==> src/rtl/dma_writer.sv <==
// -----------------------------------------------------------------------------
// dma_writer
//   Write-direction DMA for the fully-connected datapath. On a start request it
//   snapshots a parallel result buffer. It then streams the words, one per
//   accepted beat, into memory at consecutive addresses. Addresses wrap modulo
//   2^MEM_ADDRESS_WIDTH. The memory side can stall the stream with a
//   valid/ready handshake.
//
//   Optional feature (macro DMA_WRITER_STRIDE_EN): adds input i_stride. Beat k
//   is then written to base + k*stride. This uses an accumulating address
//   register. When the macro is undefined the stride is fixed at 1.
//
// Ports
//   clk          system clock, rising edge
//   rst          asynchronous active-high reset
//   i_write      start request, sampled while idle
//   i_address    base memory address
//   i_count      number of words to write (clamped to BUFFER_SIZE)
//   i_buffer     flattened source buffer, word k = [k*MEM_WIDTH +: MEM_WIDTH]
//   i_stride     address step per beat (only with DMA_WRITER_STRIDE_EN)
//   i_mem_ready  memory accepts the presented beat
//   o_mem_addr   write address
//   o_mem_data   write data
//   o_mem_write  write beat valid
//   o_busy       transfer in progress (beats pending)
//   o_done       one-cycle completion pulse
// -----------------------------------------------------------------------------
module dma_writer #(
  parameter int BUFFER_SIZE       = 20,
  parameter int MEM_ADDRESS_WIDTH = 10,
  parameter int COUNT_WIDTH       = 16,
  parameter int MEM_WIDTH         = 16
) (
  input  logic                               clk,
  input  logic                               rst,
  input  logic                               i_write,
  input  logic [MEM_ADDRESS_WIDTH-1:0]       i_address,
  input  logic [COUNT_WIDTH-1:0]             i_count,
  input  logic [BUFFER_SIZE*MEM_WIDTH-1:0]   i_buffer,
`ifdef DMA_WRITER_STRIDE_EN
  input  logic [MEM_ADDRESS_WIDTH-1:0]       i_stride,
`endif
  input  logic                               i_mem_ready,
  output logic [MEM_ADDRESS_WIDTH-1:0]       o_mem_addr,
  output logic [MEM_WIDTH-1:0]               o_mem_data,
  output logic                               o_mem_write,
  output logic                               o_busy,
  output logic                               o_done
);

  localparam int BUF_W = BUFFER_SIZE * MEM_WIDTH;
  localparam logic [COUNT_WIDTH-1:0] BUF_CNT = COUNT_WIDTH'(BUFFER_SIZE);
  localparam logic [COUNT_WIDTH-1:0] ONE_C   = COUNT_WIDTH'(1);
  localparam logic [COUNT_WIDTH-1:0] ZERO_C  = {COUNT_WIDTH{1'b0}};

  typedef enum logic [1:0] {
    ST_IDLE  = 2'd0,
    ST_WRITE = 2'd1,
    ST_DONE  = 2'd2
  } state_t;

  state_t                         state_r, state_nxt_s;
  logic [COUNT_WIDTH-1:0]         idx_r, idx_nxt_s;
  logic [COUNT_WIDTH-1:0]         cnt_r, cnt_nxt_s;
  // Snapshot is kept as a shift register: the word for the next beat is
  // always at the bottom, so no wide read multiplexer is needed.
  logic [BUF_W-1:0]               snap_r, snap_nxt_s;
  logic [MEM_ADDRESS_WIDTH-1:0]   addr_nxt_s;
  logic [MEM_WIDTH-1:0]           data_nxt_s;
  logic                           write_nxt_s, busy_nxt_s, done_nxt_s;
  logic [COUNT_WIDTH-1:0]         cnt_in_s;
  logic                           start_s, beat_s, last_s;
  logic [MEM_ADDRESS_WIDTH-1:0]   step_s;

`ifdef DMA_WRITER_STRIDE_EN
  logic [MEM_ADDRESS_WIDTH-1:0]   stride_r, stride_nxt_s;
  assign step_s = stride_r;
`else
  assign step_s = MEM_ADDRESS_WIDTH'(1);
`endif

  assign start_s = (state_r == ST_IDLE) && i_write;
  assign beat_s  = o_mem_write && i_mem_ready;
  assign last_s  = (idx_r == (cnt_r - ONE_C));

  // Clamp the requested count to the buffer depth.
  always_comb begin
    if (i_count > BUF_CNT) begin
      cnt_in_s = BUF_CNT;
    end else begin
      cnt_in_s = i_count;
    end
  end

  // State register.
  always_ff @(posedge clk or posedge rst) begin
    if (rst) begin
      state_r <= ST_IDLE;
    end else begin
      state_r <= state_nxt_s;
    end
  end

  // Next-state logic.
  always_comb begin
    state_nxt_s = state_r;
    case (state_r)
      ST_IDLE: begin
        if (start_s) begin
          if (cnt_in_s != ZERO_C) begin
            state_nxt_s = ST_WRITE;
          end else begin
            state_nxt_s = ST_DONE;
          end
        end else begin
          state_nxt_s = ST_IDLE;
        end
      end
      ST_WRITE: begin
        if (beat_s && last_s) begin
          state_nxt_s = ST_DONE;
        end else begin
          state_nxt_s = ST_WRITE;
        end
      end
      ST_DONE: state_nxt_s = ST_IDLE;
      default: state_nxt_s = ST_IDLE;
    endcase
  end

  // Next values of the registered outputs and the datapath registers.
  always_comb begin
    idx_nxt_s   = idx_r;
    cnt_nxt_s   = cnt_r;
    snap_nxt_s  = snap_r;
    addr_nxt_s  = o_mem_addr;
    data_nxt_s  = o_mem_data;
    write_nxt_s = o_mem_write;
    busy_nxt_s  = o_busy;
    done_nxt_s  = 1'b0;
`ifdef DMA_WRITER_STRIDE_EN
    stride_nxt_s = stride_r;
`endif
    case (state_r)
      ST_IDLE: begin
        if (start_s) begin
          idx_nxt_s  = ZERO_C;
          cnt_nxt_s  = cnt_in_s;
          snap_nxt_s = i_buffer >> MEM_WIDTH;
          addr_nxt_s = i_address;
          data_nxt_s = i_buffer[MEM_WIDTH-1:0];
`ifdef DMA_WRITER_STRIDE_EN
          stride_nxt_s = i_stride;
`endif
          if (cnt_in_s != ZERO_C) begin
            write_nxt_s = 1'b1;
            busy_nxt_s  = 1'b1;
          end else begin
            write_nxt_s = 1'b0;
            busy_nxt_s  = 1'b0;
            done_nxt_s  = 1'b1;
          end
        end else begin
          write_nxt_s = 1'b0;
          busy_nxt_s  = 1'b0;
        end
      end
      ST_WRITE: begin
        if (beat_s) begin
          if (last_s) begin
            write_nxt_s = 1'b0;
            busy_nxt_s  = 1'b0;
            done_nxt_s  = 1'b1;
          end else begin
            // Present the next beat immediately: no bubble between beats.
            idx_nxt_s  = idx_r + ONE_C;
            addr_nxt_s = o_mem_addr + step_s;
            data_nxt_s = snap_r[MEM_WIDTH-1:0];
            snap_nxt_s = snap_r >> MEM_WIDTH;
          end
        end else begin
          // Stalled: hold the presented beat.
          write_nxt_s = 1'b1;
        end
      end
      ST_DONE: begin
        write_nxt_s = 1'b0;
        busy_nxt_s  = 1'b0;
      end
      default: begin
        write_nxt_s = 1'b0;
        busy_nxt_s  = 1'b0;
      end
    endcase
  end

  // Datapath and output registers.
  always_ff @(posedge clk or posedge rst) begin
    if (rst) begin
      idx_r       <= ZERO_C;
      cnt_r       <= ZERO_C;
      snap_r      <= {BUF_W{1'b0}};
      o_mem_addr  <= {MEM_ADDRESS_WIDTH{1'b0}};
      o_mem_data  <= {MEM_WIDTH{1'b0}};
      o_mem_write <= 1'b0;
      o_busy      <= 1'b0;
      o_done      <= 1'b0;
`ifdef DMA_WRITER_STRIDE_EN
      stride_r    <= {MEM_ADDRESS_WIDTH{1'b0}};
`endif
    end else begin
      idx_r       <= idx_nxt_s;
      cnt_r       <= cnt_nxt_s;
      snap_r      <= snap_nxt_s;
      o_mem_addr  <= addr_nxt_s;
      o_mem_data  <= data_nxt_s;
      o_mem_write <= write_nxt_s;
      o_busy      <= busy_nxt_s;
      o_done      <= done_nxt_s;
`ifdef DMA_WRITER_STRIDE_EN
      stride_r    <= stride_nxt_s;
`endif
    end
  end

endmodule

==> config.mk <==
export PLATFORM = sky130hd
export DESIGN_NAME = dma_writer
export DESIGN_NICKNAME = d
export VERILOG_FILES = /design/src/rtl/dma_writer.sv
export SDC_FILE = /design/constraint.sdc
export NUM_CORES = 1
export LEC_CHECK = 0
export CAP_MARGIN = 40
export CORE_UTILIZATION = 35
export CTS_CLUSTER_DIAMETER = 30
export DETAILED_ROUTE_END_ITERATION = 10
export PLACE_DENSITY_LB_ADDON = 0.3
export SLEW_MARGIN = 20
export SYNTH_ARGS = -nofsm -noshare
export SYNTH_HDL_FRONTEND = slang
export SYNTH_SLANG_ARGS = --single-unit
==> constraint.sdc <==
create_clock -name clk -period 13.1 [get_ports clk]
set_input_delay 3.275 -clock clk [delete_from_list [all_inputs] [get_ports clk]]
set_output_delay 3.275 -clock clk [all_outputs]
set_load 0.1 [all_outputs]
Word level (Yosys, flattened, before mapping)
Index checks and enable logic that the tools add are counted.
{"block": "totals", "register_bits": 383, "in_bits": 350, "out_inout_bits": 29, "word_cells": 62}
{"block": "classes", "n_addsub": 3, "magnitude_cmp": 1, "n_eq_ne": 7, "mux": 33, "reduce_logical": 9}
{"operator": "$mux W320", "n": 3}
{"operator": "$pmux W320 S2", "n": 1}
{"operator": "$mux W16", "n": 7}
{"operator": "$pmux W16 S2", "n": 2}
{"operator": "$mux W10", "n": 3}
{"operator": "$pmux W10 S2", "n": 1}
{"operator": "$add A16 B1 Y16 const B", "n": 1}
{"operator": "$eq A16 B16 Y1", "n": 1}
{"operator": "$gt A16 B5 Y1 const B", "n": 1}
{"operator": "$reduce_bool A16 Y1", "n": 1}
{"operator": "$sub A16 B1 Y16 const B", "n": 1}
{"operator": "$add A10 B1 Y10 const B", "n": 1}
{"operator": "$mux W1", "n": 9}
{"operator": "$ne A2 B2 Y1 const B", "n": 4}
{"operator": "$mux W2", "n": 3}
{"operator": "$pmux W1 S2", "n": 3}
{"operator": "$pmux W2 S2", "n": 1}
{"operator": "$reduce_and A2 Y1", "n": 2}
{"operator": "$reduce_and A4 Y1", "n": 1}
{"operator": "$logic_and A1 B1 Y1", "n": 3}
{"operator": "$ne A3 B3 Y1 const B", "n": 1}
{"operator": "$eq A2 B1 Y1 const B", "n": 1}
{"operator": "$logic_not A2 Y1", "n": 1}
{"operator": "$reduce_bool A2 Y1", "n": 1}

Logic depth before layout (Yosys ltp)
Gate-level depths: netlist of run 1.
{"block": "depth", "word_depth": 6, "mapped_depth": 14, "ltp_nobuf": 9}

Worst setup path after synthesis of run 1
No wires, ideal clock.
{"block": "synth_timing", "path_type": "input -> register", "start": "input i_mem_ready", "end": "register idx_r[0]", "setup_ns": 0.125, "arrival_ns": 4.529, "required_time_ns": 12.975, "setup_slack_ns": 8.446, "cell_stages": 6, "n_path_buf": 2, "path_cell_list": "and3_1 clkbuf_1 nor2_1 clkbuf_1 nor2_1 mux2_2"}
{"block": "synth_between", "elab_chain_len": 3}
{"element": "start, declared", "line_no": "43", "source": "input logic i_mem_ready,"}
{"element": "$logic_and A1 B1 Y1", "line_no": "83", "source": "assign beat_s = o_mem_write && i_mem_ready;"}
{"element": "$ne A2 B2 Y1 (no source line)"}
{"element": "$reduce_and A4 Y1 (no source line)"}
{"element": "end signal, assigned", "line_no": "212", "source": "idx_r <= idx_nxt_s;"}
{"element": "end, declared", "line_no": "63", "source": "logic [COUNT_WIDTH-1:0] idx_r, idx_nxt_s;"}
No other way between the ends.
A chain may end at the register's enable or synchronous reset.

Worst setup path after layout of run 1
{"block": "layout_timing", "start": "input i_write", "end": "register snap_r[55]"}
{"block": "layout_between", "elab_chain_len": 3}
{"element": "start, declared", "line_no": "36", "source": "input logic i_write,"}
{"element": "$logic_and A1 B1 Y1", "line_no": "82", "source": "assign start_s = (state_r == ST_IDLE) && i_write;"}
{"element": "$ne A2 B2 Y1 (no source line)"}
{"element": "$reduce_and A4 Y1 (no source line)"}
{"element": "end signal, assigned", "line_no": "202", "source": "snap_r <= {BUF_W{1'b0}};"}
{"element": "end signal, assigned", "line_no": "214", "source": "snap_r <= snap_nxt_s;"}
{"element": "end, declared", "line_no": "67", "source": "logic [BUF_W-1:0] snap_r, snap_nxt_s;"}
No other way between the ends.

==> run metrics, run 1 <==
outcome complete, no violations; f_max 159.2 MHz; setup repair after global routing missed its margin no; die area 0.05146 mm^2; gpl congestion ~0.8; Mapped Area 0.01770 mm^2; 1st-iter DRT viols about 1,300; Data arrival, critical path slightly below 7 ns; most common cell after layout, fill and taps aside o21ai_0; CP Cell Sequence clkdlybuf4s50_1, and2_1, buf_4, nor2_4, or2_4, buf_4, buf_16, buf_4, buf_12, o21ai_0; Worst path slowest cell nor2_4; final wirelength 56.21 mm; Worst-Margin Slew 0.8076 ns; period utilization 47.96%; power per cell area 146.7 mW/mm^2; Clock Power Share 60.2%; Num CTS Buffers 90; main combinational cell family by area after synthesis compound AO/OA/AOI/OAI gates; drt pass-1 iters 5; Fin. Hold Viols 0; Post-DRT Antenna Nets 0; Synthesized Nets 2,063; async set or reset register ratio after synthesis 100.0%; Seq pwr share 30.7%; clk_skew 0.02262 ns; Die Wd between 200 and 250 um; Peak VDD IR 0.08664 mV; P_sw between 0.9 and 1 mW; CP endpoint kind register; CTS tree done; number of distinct library cells after synthesis 56; initial core utilization 35.42%; clk sinks around 370; Slew headroom a little under half; post_cts resized 0; initial antenna violation count 7; Final setup viols 0; cell count after synthesis 1,710; fraction of layout cells with a size suffix above 1 11.40%; Final nets 2,442; Hold Path Class reg -> reg; Mapped Avg Cell Area between 10 and 15 um^2; clock slew at reported path FFs around 0.050 ns; num ports 379; Synth Warn # 0; CTS Root Cell clkbuf_16; critical path startpoint category primary input; post-synthesis mux area share 17.32%; GRT overflow 0; CP delay by family, top buffers and inverters; max capacitance violation total 0; top_reg_cell synth dfrtp_1; required time of the critical path 13.55 ns; Via-to-Cell Ratio 5.317; complex-gate fraction of the synthesized area about a fifth; die height roughly 230 um; Clock Path Buffers 3; worst slack, placed 6.241 ns; H-Tree Depth 3; commonest non-fill, non-tap cells in the layout 518 x o21ai_0, 378 x clkdlybuf4s50_1, 366 x dfrtp_1, 305 x mux2i_1, 114 x o21ai_1; WP buf/inv 6; most used cell, CP buf_4; post-synthesis simple-gate area fraction 4.348%; detailed placer's ending HPWL 37.13 mm; count of input and output buffers ~380; row count just over 80; Pleak 11.35 nW; Setup TNS 0 ns; via count 15,130; post-route DRC violation count 0; CP Max Fanout just over 80; post-route setup slack 6.818 ns; core area 0.04997 mm^2; per-cell routed wire length 19.76 um; Logic pwr share 9.1%; Seq cells post-synth roughly 370; crit path time final 6.282 ns; Net Sw Frac about 24%; critical path class in -> reg; first-pass GRT wire length 86.84 mm; worst stage delay on the critical path approximately 0.68 ns; # Post-CTS Setup Buffers 0; clk_lat worst skew 0.61 ns; Post-synth EDFFs 0; Max Slew Vio Count 0; largest net degree at the start of global routing 274; vias in the first global route approximately 16,000; P&R area growth vs syn 47.70%; Pint roughly 2.9 mW; Synth Area in Adders 0.2121%; xor and xnor area share after synthesis 1.138%; CTS Hold Bufs 0; sequential area share after synthesis between 50% and 60%; global router's overall resource usage 21.59%
## Yosys cell counts (5+ instances only)
cell type,n,share of area (%)
inv_1,5,0.11
buf_2,28,0.79
o31ai_1,11,0.47
a22o_1,19,0.94
dfrtp_1,366,52
nand3_1,12,0.34
and2_1,11,0.39
nor2_1,19,0.40
nor3_1,13,0.37
and3_1,9,0.32
a2bb2oi_1,6,0.30
nand4_1,5,0.18
or4_1,6,0.25
buf_4,9,0.38
nand2_1,23,0.49
o211ai_1,11,0.47
xor2_1,6,0.30
nor3b_1,5,0.21
or3_1,7,0.25
xnor2_1,17,0.84
o22ai_1,7,0.25
a21oi_1,10,0.28
o21ai_1,114,3.2
nor4_1,8,0.28
mux2i_1,305,17
o21ai_0,518,15
clkbuf_1,118,2.5
## registers in the layout, summed over array words and instances (netlist names)
register and count:
idx_r 16, cnt_r 16, o_busy 1, o_mem_addr 10, o_mem_data 16, o_done 1, o_mem_write 1, state_r 1
snap_r 304
## cells by family (layout without fill, tap and decap cells)
kind of cell | Yosys count | after routing
muxes | 306 | 306
xor gates and xnor gates | 23 | 23
AOI/OAI and AO/OA | 713 | 713
DFF | 366 | 366
other | 0 | 7
buffers and inverters | 164 | 620
and+or+nand+nor | 135 | 135
adders and majority gates | 3 | 3
## power groups by stage
stage	combinational [mW]	sequential (mW)	clock, mW
after global placement	0.292	1.19	0
after floorplan	0.0975	1.23	0
after global routing	0.371	1.18	2.40
final	0.348	1.18	2.31
after detailed placement	0.348	1.19	0
after CTS	0.350	1.18	2.35
## layout make-up
type | instances | area [um^2]
multi-input combinational | 1180 | 7878
antenna | 7 | 17.52
timing repair buffer | 446 | 5010
clock buffer | 103 | 2434
sequential | 366 | 9159
fill | 4342 | 23830
inverter | 5 | 22.52
tap | 672 | 840.8
clock inverter | 66 | 775.7
## through the flow
stage	total power, mW	util (%)	cell area (um^2)	hold WS (ns)	cells
final	3.833	52.31	26140	0.4943	2845
after global routing	3.953	52.27	26120	0.5098	2838
after CTS	3.874	52.14	26050	0.4988	2834
after detailed placement	1.542	45.72	22840	0.4851	2665
after global placement	1.485	43.71	21840	0.4811	2620
after floorplan	1.332	-	17700	0.4654	1710
## worst paths after layout
check	startpoint	to	slack (ns)	cells past startpoint
max	i_write	snap_r[55]	6.82	10
min	snap_r[301]	snap_r[301]	0.49	1
max reg2reg	cnt_r[0]	snap_r[55]	8.13	13
min reg2reg	snap_r[301]	snap_r[301]	0.49	1
max in group asynchronous	rst	snap_r[88]	8.06	7
min in group asynchronous	rst	snap_r[276]	3.03	2
## per-layer routing
layer / track usage, % / share of wire, % / routed length (um)
met5: 0 / 0.098 / 55
met4: 7.214 / 2.5 / 1392
met3: 7.788 / 8.8 / 4921
met2: 34.74 / 48 / 26720
met1: 26.68 / 41 / 23110
Power figures use the tool's default switching activity.
==> inputs of run 2 (changes only) <==
clock period = 5.6 ns   (was 13.1 ns; I/O delays follow)
==> run metrics, run 2 (synthesis gave the netlist of run 1 again) <==
post-route DRC violation count 0 (unchanged); fraction of layout cells with a size suffix above 1 10.22% (-1.2 points); CTS Hold Bufs 0 (unchanged); die height 226.9 um (unchanged); number of flip-flops under the largest register name 304 (unchanged); count of input and output buffers 378 (unchanged); Final setup viols 0 (unchanged); Hold EP snap_r[295]; Design Area, Final 0.02588 mm^2 (-0.99%); vias in the first global route 15,610 (+0.46%); commonest non-fill, non-tap cells in the layout 518 x o21ai_0, 378 x clkdlybuf4s50_1, 366 x dfrtp_1, 305 x mux2i_1, 114 x o21ai_1; first-pass GRT wire length 87.36 mm (+0.60%); reg2reg setup slack 1.04 ns (-7.09 ns); Via-to-Cell Ratio 5.372 (+1.0%); num ports 379 (unchanged); most common cell after layout, fill and taps aside o21ai_0; Critical R2R Capture snap_r[183]; R2R depth 11 (-2); post-place instance area 0.02261 mm^2 (-1.0%); Worst path slowest cell buf_4; 1st-iter DRT viols 1,399 (+6.1%); per-cell routed wire length 20.00 um (+1.2%); post_cts resized 0 (unchanged); Max Used Layer met5; Slew headroom 29.97% (-16 points); Fill cells 4,418 (+1.8%); largest net degree at the start of global routing 162 (-41%); clk sinks 366 (unchanged); Clock Path Buffers 3 (unchanged); f_max about 220 MHz; via count 15,200 (+0.49%); CP Max Fanout 150 (+85%); Hold Crit Start snap_r[295]; Post-DRT Antenna Nets 0 (unchanged); period utilization 81.47%; CP endpoint kind register; Largest Register snap_r; Num CTS Buffers 95 (+5.6%); clk_lat worst skew 0.61 ns (about the same); met1 WL 23.32 mm (+0.89%); WP buf/inv 3 (-3); met3 wire len 4.914 mm (-0.14%); hold depth 1 (unchanged); critical path class reg -> reg; H-Tree Depth 3 (unchanged); Peak VDD IR 0.2390 mV (+180%); clk_skew 0.01871 ns (-0.003914 ns); CTS tree done; Worst-Margin Slew 1.050 ns (+0.2429 ns); power per cell area 349.4 mW/mm^2 (+140%); hold slack 0.4955 ns (+0.001187 ns); critical path startpoint category register; # Post-CTS Setup Buffers 0 (unchanged); Logic pwr share 8.9% (-0.2 points); initial core utilization 35.42% (unchanged); Hold Path Class reg -> reg; Die Wd 226.9 um (unchanged); gpl congestion 0.8144 (+2.6%); initial antenna violation count 10 (+3); Pint 6.978 mW (+140%); CP delay by family, top simple AND/OR/NAND/NOR gates; required time of the critical path 6.13 ns (-7.42 ns); CP Cell Sequence inv_1, ha_1, or3b_1, or4_1, a2111oi_2, nand4bb_1, nor4_4, buf_4, buf_12, o21ai_0, o21ai_1; Clock Power Share 60.5% (+0.3 points); core area 0.04997 mm^2 (unchanged); Critical Path Stages 11 (+1); Max Slew Vio Count 0 (unchanged); detailed placer's ending HPWL 36.60 mm (-1.4%); worst stage delay on the critical path 0.67 ns (about the same); P_sw 2.065 mW (+120%); FF/Latch Area 0.009159 mm^2 (unchanged); Data arrival, critical path 5.09 ns (-1.64 ns); RR Startpoint cnt_r[0]; Net Sw Frac 22.83% (-1.3 points); Seq pwr share 30.6% (about the same); CTS Root Cell clkbuf_16; GRT overflow 0 (unchanged); Pleak 11.23 nW (-1.0%); setup repair after global routing missed its margin no; max capacitance violation total 0 (unchanged); drt pass-1 iters 5 (unchanged); row count 82 (unchanged); crit path time final 4.562 ns; global router's overall resource usage 21.75% (+0.15 points); clock slew at reported path FFs 0.04 ns (about the same); die area 0.05146 mm^2 (unchanged); final wirelength 56.59 mm (+0.68%); multi-input logic area 0.007878 mm^2 (unchanged); met2 WL post-DR 26.63 mm (-0.35%); outcome complete, no violations; Final nets 2,432 (-0.41%); P&R area growth vs syn 46.23%; Fin. Hold Viols 0 (unchanged)
run 2: cell count changes in the layout (fill, tap and decap cells not counted), sizes merged:
cell / delta
buf: -13
clkdlybuf4s18: -1
bufinv: -1
clkbuf: +26
diode: -1
clkinvlp: -3
inv: -11
clkinv: -11
run 2: worst max path at each step:
stage	startpoint	end	slack, ns
global placement	cnt_r[0]	idx_r[6]	1.21
finish	cnt_r[0]	snap_r[183]	1.04
global route	cnt_r[0]	idx_r[6]	0.63
detailed placement	cnt_r[0]	idx_r[8]	1.11
CTS	cnt_r[0]	o_mem_data[8]	1.12
floorplan	rst	cnt_r[0]	-0.71
run 2: stage by stage:
step	setup WS, ns	setup TNS [ns]	util [%]	std cells	power, mW
6_report	1.038	0	51.79	2830	9.043
5_1_grt	0.6314	0	51.77	2825	9.332
4_1_cts	1.116	0	51.76	2824	9.119
3_5_place_dp	1.111	0	45.24	2654	3.604
3_3_place_gp	1.211	0	44.01	2622	3.490
2_1_floorplan	-0.7102	-259.93	-	1710	3.115
run 2: power groups by stage:
| stage | Combinational [mW] | Sequential, mW | Clock, mW |
|---|---|---|---|
| after detailed placement | 0.806 | 2.80 | 0 |
| after floorplan | 0.228 | 2.89 | 0 |
| after global placement | 0.695 | 2.79 | 0 |
| final | 0.805 | 2.76 | 5.47 |
| after global routing | 0.862 | 2.77 | 5.70 |
| after CTS | 0.810 | 2.76 | 5.55 |
run 2: layer usage:
layer	GRT usage, %	up-vias
li1	-	7058
met1	26.80	7488
met2	34.47	521
met3	8.021	123
met4	8.304	12
met5	0	-
run 2: worst reg2reg max path, cell delays in order (launching register included):
cell,delay [ns]
dfrtp_1,0.44
inv_1,0.11
ha_1,0.26
or3b_1,0.51
or4_1,0.52
a2111oi_2,0.42
nand4bb_1,0.25
nor4_4,0.28
buf_4,0.67
buf_12,0.46
o21ai_0,0.43
o21ai_1,0.13
run 2: area by class of cell:
type                            instances  share of cell area [%]
Tap cell                              672                   3.249
Clock inverter                         40                   1.992
Inverter                                5                 0.08703
Sequential cell                       366                   35.39
Timing Repair Buffer                  431                   18.18
Antenna cell                            6                 0.05802
Clock buffer                          130                   10.59
Multi-Input combinational cell       1180                   30.44
